==> src/rtl/daug_dram_sequencer.sv <==
// daug_dram_sequencer
// RAS/CAS/mux sequencer and CAS-before-RAS refresh arbiter for the 256 KB
// daughterboard DRAM array (8x 41464, banks J/K/L/M). One CPU-side requester.
// Every output is registered from the current state, so strobes trail the
// state register by one clock.
// Optional feature: define DAUG_WPRO_EN to add the write-protect flag
// (WPRO_SET/WPRO_CLR inputs, WPRO/WP_HIT outputs).
module daug_dram_sequencer #(
    parameter int unsigned T_RCD        = 2,
    parameter int unsigned T_CAS        = 3,
    parameter int unsigned T_RP         = 3,
    parameter int unsigned T_REF_RAS    = 4,
    parameter int unsigned REF_INTERVAL = 447
) (
    input  logic       CLK,
    input  logic       RST,
    input  logic       REQ,
    input  logic       RW,
    input  logic       _UDS,
    input  logic       _LDS,
    input  logic       A17,
`ifdef DAUG_WPRO_EN
    input  logic       WPRO_SET,
    input  logic       WPRO_CLR,
    output logic       WPRO,
    output logic       WP_HIT,
`endif
    output logic       ACK,
    output logic       _RAS,
    output logic [3:0] _CAS,
    output logic       _W,
    output logic       MUX_COL,
    output logic       BUSY,
    output logic       REF_OVF
);

    localparam int unsigned TW = $clog2(REF_INTERVAL);
    localparam logic [TW-1:0] TIMER_LOAD = TW'(REF_INTERVAL - 1);
    localparam logic [2:0] RCD_LAST = 3'(T_RCD - 1);
    localparam logic [2:0] CAS_LAST = 3'(T_CAS - 1);
    localparam logic [2:0] RP_LAST  = 3'(T_RP - 1);
    localparam logic [2:0] REF_LAST = 3'(T_REF_RAS - 1);

    typedef enum logic [2:0] {
        S_IDLE,
        S_ROW,
        S_COL,
        S_REF_CAS,
        S_REF_RAS,
        S_PRE
    } state_t;

    state_t          state;
    logic [2:0]      cnt;
    logic [TW-1:0]   timer;
    logic [1:0]      pending;
    logic            ref_tick;
    logic            ref_done;
    logic            lat_rw;
    logic            lat_uds;
    logic            lat_lds;
    logic            lat_a17;
    logic            w_level;
    logic [3:0]      col_cas;

    assign ref_tick = (timer == '0);
    assign ref_done = (state == S_REF_RAS) && (cnt == REF_LAST);

    // Column strobes {M,L,K,J}: upper byte -> L/M, lower byte -> J/K, A17 picks the pair
    assign col_cas = {lat_uds | ~lat_a17,
                      lat_uds |  lat_a17,
                      lat_lds | ~lat_a17,
                      lat_lds |  lat_a17};

`ifdef DAUG_WPRO_EN
    logic lat_wp;

    // A protected write keeps _W high for the whole access
    assign w_level = lat_rw | lat_wp;

    // Sticky write-protect flag; a coincident set beats clear
    always_ff @(posedge CLK) begin
        if (RST)
            WPRO <= 1'b0;
        else if (WPRO_SET)
            WPRO <= 1'b1;
        else if (WPRO_CLR)
            WPRO <= 1'b0;
    end
`else
    assign w_level = lat_rw;
`endif

    // Refresh interval timer and pending-refresh counter with overflow flag
    always_ff @(posedge CLK) begin
        if (RST) begin
            timer   <= TIMER_LOAD;
            pending <= '0;
            REF_OVF <= 1'b0;
        end else begin
            timer <= ref_tick ? TIMER_LOAD : timer - TW'(1);
            if (ref_tick && !ref_done) begin
                if (pending == 2'd3)
                    REF_OVF <= 1'b1;
                else
                    pending <= pending + 2'd1;
            end else if (!ref_tick && ref_done && pending != 2'd0) begin
                pending <= pending - 2'd1;
            end
        end
    end

    // Main sequencer: state walk plus strobes registered from the current state
    always_ff @(posedge CLK) begin
        if (RST) begin
            state   <= S_IDLE;
            cnt     <= '0;
            lat_rw  <= 1'b1;
            lat_uds <= 1'b1;
            lat_lds <= 1'b1;
            lat_a17 <= 1'b0;
            ACK     <= 1'b0;
            _RAS    <= 1'b1;
            _CAS    <= '1;
            _W      <= 1'b1;
            MUX_COL <= 1'b0;
            BUSY    <= 1'b0;
`ifdef DAUG_WPRO_EN
            lat_wp  <= 1'b0;
            WP_HIT  <= 1'b0;
`endif
        end else begin
            ACK     <= 1'b0;
            _RAS    <= 1'b1;
            _CAS    <= '1;
            _W      <= 1'b1;
            MUX_COL <= 1'b0;
            BUSY    <= (state != S_IDLE);
`ifdef DAUG_WPRO_EN
            WP_HIT  <= 1'b0;
`endif
            case (state)
                S_IDLE: begin
                    cnt <= '0;
                    // A timer expiry on this edge counts as pending, so refresh beats REQ
                    if (pending != 2'd0 || ref_tick) begin
                        state <= S_REF_CAS;
                    end else if (REQ) begin
                        lat_rw  <= RW;
                        lat_uds <= _UDS;
                        lat_lds <= _LDS;
                        lat_a17 <= A17;
`ifdef DAUG_WPRO_EN
                        lat_wp  <= WPRO & ~RW;
`endif
                        state   <= S_ROW;
                    end
                end
                S_ROW: begin
                    _RAS <= 1'b0;
                    _W   <= w_level;
                    if (cnt == RCD_LAST) begin
                        cnt   <= '0;
                        state <= S_COL;
                    end else begin
                        cnt <= cnt + 3'd1;
                    end
                end
                S_COL: begin
                    _RAS    <= 1'b0;
                    MUX_COL <= 1'b1;
                    _W      <= w_level;
                    _CAS    <= col_cas;
                    if (cnt == CAS_LAST) begin
                        ACK   <= 1'b1;
`ifdef DAUG_WPRO_EN
                        WP_HIT <= lat_wp;
`endif
                        cnt   <= '0;
                        state <= S_PRE;
                    end else begin
                        cnt <= cnt + 3'd1;
                    end
                end
                S_REF_CAS: begin
                    _CAS  <= '0;
                    cnt   <= '0;
                    state <= S_REF_RAS;
                end
                S_REF_RAS: begin
                    _CAS <= '0;
                    _RAS <= 1'b0;
                    if (cnt == REF_LAST) begin
                        cnt   <= '0;
                        state <= S_PRE;
                    end else begin
                        cnt <= cnt + 3'd1;
                    end
                end
                S_PRE: begin
                    if (cnt == RP_LAST) begin
                        cnt   <= '0;
                        state <= S_IDLE;
                    end else begin
                        cnt <= cnt + 3'd1;
                    end
                end
                default: begin
                    cnt   <= '0;
                    state <= S_IDLE;
                end
            endcase
        end
    end

endmodule
==> config.mk <==
export PLATFORM = sky130hd
export DESIGN_NAME = daug_dram_sequencer
export DESIGN_NICKNAME = d
export VERILOG_FILES = /design/src/rtl/daug_dram_sequencer.sv
export SDC_FILE = /design/constraint.sdc
export NUM_CORES = 1
export LEC_CHECK = 0
export CORE_AREA = 2 2 48 83
export CTS_BUF_LIST = sky130_fd_sc_hd__clkbuf_2 sky130_fd_sc_hd__clkbuf_4 sky130_fd_sc_hd__clkbuf_8
export DETAILED_ROUTE_END_ITERATION = 16
export DIE_AREA = 0 0 50 85
export GPL_TIMING_DRIVEN = 0
export PLACE_DENSITY = 0.6
export SYNTH_ARGS = -nofsm -noshare
export SYNTH_HDL_FRONTEND = slang
export SYNTH_SLANG_ARGS = --single-unit
export TNS_END_PERCENT = 5
==> constraint.sdc <==
create_clock -name CLK -period 2 [get_ports CLK]
set_clock_uncertainty 0.05 [all_clocks]
set_input_delay 0.4 -clock CLK [delete_from_list [all_inputs] [get_ports CLK]]
set_output_delay 0.4 -clock CLK [all_outputs]
set_load 0.005 [all_outputs]
==> reports/metrics.csv, run 1 <==
metric,value,unit
numCtsBuffers,5,
maxSlewViolCount,0,
min_period_over_period,102,%
fin_ws,-39.6,ps
hpwlAfterDp,2.22,mm
m1WireLength,1.10,mm
finalCriticalPeriod,2040,ps
r2r_cells,7,
clock-root-buffer,clkbuf_8,
crit_arrival,2160,ps
hold_path.class,register to register,
rsz0062_at_grt,yes,
crit_family,simple AND/OR/NAND/NOR gates,
n_antenna_cell,0,
power_leakage,0.658,nW
grt_pass1_wl,5.11,mm
first_pass_iters,4,
fmax,490,MHz
multi_input_area,736,µm²
clock_latency,280,ps
synth-compound-area-share,14.5,%
synth_area,1370,µm²
outcome,finished with violations,
critPathSlowestCell,or4_4,
path_class,register to register,
holdCritStartpoint,REF_OVF$_SDFFE_PP0P_,
start_util,38.2,%
start_kind,register,
port_buffers,16,
ys.flop_type,dfxtp_1,
dp_cells,219,
grt_pass1_vias,1220,
fin_nets,197,
synth_cell_types,41,
maxSlewHeadroom,44.7,%
overflow,0,
synthCells,157,
rrSetupSlack,-40,ps
power.density,1010,nW/µm²
synth_seq_area_share,45.2,%
endpoint_kind,register,
synth_xor_area_share,1.91,%
crit_path_cell_trace,inv_2 > ha_4 > or4b_4 > or4_4 > nand4_4 > mux2i_1 > nand2_1,
peakVddDrop,0.000544,V
cp_max_fo,5,
wl,2.98,mm
grt_usage,15.6,%
synthMuxAreaShare,2.92,%
fill_cells,357,
worst_pin_slew,828,ps
grt_max_degree,11,
drc_errors,0,
r2r_start,timer[1]$_SDFF_PP1_,
die-area,4250,µm²
synthSimpleGateAreaFrac,25.8,%
cts_tree,built,
slowest_delay,480,ps
top_layer,met4,
holdBufCountCts,0,
die_h,85,µm
die_w,50,µm
coreArea,3590,µm²
stdcell_count,230,
dr.first_iter.drc_count,16,
rows,29,
yosysWarningCount,0,
whs_endpoint,REF_OVF$_SDFFE_PP0P_,
synth_fa_ha_area_share,5.47,%
setup_viol,4,
clkSlewWorstSetupHoldPaths,60,ps
io_pins,17,
ys_seq_elements,31,
area_growth,27.8,%
synth_top_family_by_area,simple AND/OR/NAND/NOR gates,
worst_hold_path.num_cells,2,
grt_antenna_before_repair,0,
r2r-end,lat_uds$_SDFFE_PP1P_,
hold_violations,0,
cp.buffers_inverters,1,
dr_wl_met3,80,µm
vias,1188,
drive_above_1_share,15.2,%
dr_wl_met2,1.72,mm
hold_slack,427,ps
cts_max_level,2,
violations,negative setup slack,
gp_congestion,0.820,
max-clock-path-buffers,2,
maxCapViolations,0,
synth-edff-count,0,
antenna_left,0,
vias_per_cell,5.17,
wire_per_inst,12.9,µm
cts.sinks,31,
worstPathRequired,2120,ps
mappedNetlistNets,170,
synth-async-reset-ratio,0,%
avgSynthCellArea,8.74,µm²
ff_latch_area,623,µm²
-- metal layers --
layer  GRT usage, %  vias up
met5              0        -
met4           10.4        0
met3           3.87        5
met2           29.1       18
met1           14.2      566
li1               -      599
-- cells in the final DEF (no fill, tap or decap), types with 2 or more instances in the layout --
master            n
a211oi_2          2
a21oi_1           8
buf_4             5
clkbuf_1          4
clkbuf_8          6
clkdlybuf4s50_1  16
dfxtp_1          29
dfxtp_2           2
ha_1              5
inv_1             7
inv_2             2
mux2i_1           4
nand2_1          19
nand2b_1          6
nand3_1           5
nor2_1           16
nor2b_1           2
nor3_1            6
o21ai_0           8
o31ai_1           3
xnor2_1           3
-- cells by family (layout without fill, tap and decap cells) --
logic type,Yosys count,count (layout)
compound gates,30,30
xor+xnor,3,3
fa+ha+maj,6,6
buf+inv,15,42
flops,31,31
mux,4,4
simple gates,68,68
-- power by group --
part	leakage, nW	total, mW	switching (mW)	internal (mW)
clock	0.0470	0.492	0.223	0.269
combinational	0.358	0.527	0.284	0.243
sequential	0.253	0.753	0.0534	0.700
-- synth_stat cells (2+ instances only) --
master	instances	area [µm²]
nor2_1	16	60.1
xnor2_1	3	26.3
mux2i_1	4	40.0
dfxtp_1	31	621
o21ai_0	8	40.0
nor3_1	6	30.0
a21oi_1	8	40.0
o31ai_1	3	22.5
nor2b_1	2	12.5
a211oi_1	2	15.0
inv_1	9	33.8
nand3_1	5	25.0
ha_1	6	75.1
clkbuf_1	4	15.0
nand2b_1	6	37.5
nand2_1	19	71.3
-- worst max-delay path by stage --
| stage | slack [ps] | cells after the start | startpoint | to |
|---|---|---|---|---|
| floorplan | -60 | 8 | timer[1]$_SDFF_PP1_ | lat_a17$_SDFFE_PP0P_ |
| global placement | -140 | 8 | timer[0]$_SDFF_PP0_ | lat_a17$_SDFFE_PP0P_ |
| detailed placement | -180 | 8 | timer[0]$_SDFF_PP0_ | lat_uds$_SDFFE_PP1P_ |
| CTS | -110 | 7 | timer[0]$_SDFF_PP0_ | lat_uds$_SDFFE_PP1P_ |
| global route | -120 | 7 | timer[1]$_SDFF_PP1_ | lat_uds$_SDFFE_PP1P_ |
| finish | -40 | 7 | timer[1]$_SDFF_PP1_ | lat_uds$_SDFFE_PP1P_ |
-- state kept, by name, indices dropped and copies added (netlist names) --
| name | flops |
|---|---|
| pending | 2 |
| lat_a17 | 1 |
| _W | 1 |
| _RAS | 1 |
| ACK | 1 |
| _CAS | 4 |
| lat_rw | 1 |
| state | 3 |
| BUSY | 1 |
| lat_lds | 1 |
| timer | 9 |
| cnt | 3 |
| MUX_COL | 1 |
| REF_OVF | 1 |
| lat_uds | 1 |
-- through the flow --
step | cell area, µm² | TNS [ps] | total power, mW | setup WS, ps | util (%)
floorplan | 1410 | -276 | 1.10 | -58.1 | -
global placement | 1620 | -792 | 1.25 | -143 | 45.2
detailed placement | 1620 | -1450 | 1.27 | -185 | 45.2
CTS | 1750 | -576 | 1.78 | -113 | 48.6
global route | 1750 | -608 | 1.88 | -119 | 48.8
finish | 1750 | -96.7 | 1.77 | -39.6 | 48.8
-- cell type report --
type	instances	share of cell area, %
Multi-Input combinational cell	111	41.9
Sequential cell	31	35.5
Timing Repair Buffer	21	11.3
Clock buffer	6	4.71
Tap cell	46	3.28
Inverter	10	2.14
Buffer	4	0.856
Clock inverter	1	0.285
-- worst reg2reg max path, cell delays in order (launching register included) --
cell,delay (ps)
dfxtp_2,320
inv_2,70
ha_4,130
or4b_4,460
or4_4,480
nand4_4,130
mux2i_1,210
nand2_1,70
-- what timing repair did --
action | in CTS | in global routing
setup endpoints to repair | 15 | 9
pin swaps | 3 | 2
gates cloned | 0 | 0
resized for setup | 3 | 0
setup buffers | 4 | 1
No activity file was read; power rests on OpenSTA's default activity.
==> run 2: changes to the inputs <==
--- a/config.mk
+++ b/config.mk
@@ -11,6 +11,7 @@
 export DIE_AREA = 0 0 50 85
 export GPL_TIMING_DRIVEN = 0
 export PLACE_DENSITY = 0.6
+export SLEW_MARGIN = 25
 export SYNTH_ARGS = -nofsm -noshare
 export SYNTH_HDL_FRONTEND = slang
 export SYNTH_SLANG_ARGS = --single-unit
==> results of run 2 <==
The final DEF is identical to that of run 1; final timing and power are the same.
==> run 3: changes to the inputs <==
--- a/config.mk
+++ b/config.mk
@@ -7,6 +7,7 @@
 export LEC_CHECK = 0
 export CORE_AREA = 2 2 48 83
 export CTS_BUF_LIST = sky130_fd_sc_hd__clkbuf_2 sky130_fd_sc_hd__clkbuf_4 sky130_fd_sc_hd__clkbuf_8
+export CTS_CLUSTER_SIZE = 28
 export DETAILED_ROUTE_END_ITERATION = 16
 export DIE_AREA = 0 0 50 85
 export GPL_TIMING_DRIVEN = 0
==> results of run 3 <==
The final DEF is identical to that of run 1; final timing and power are the same.
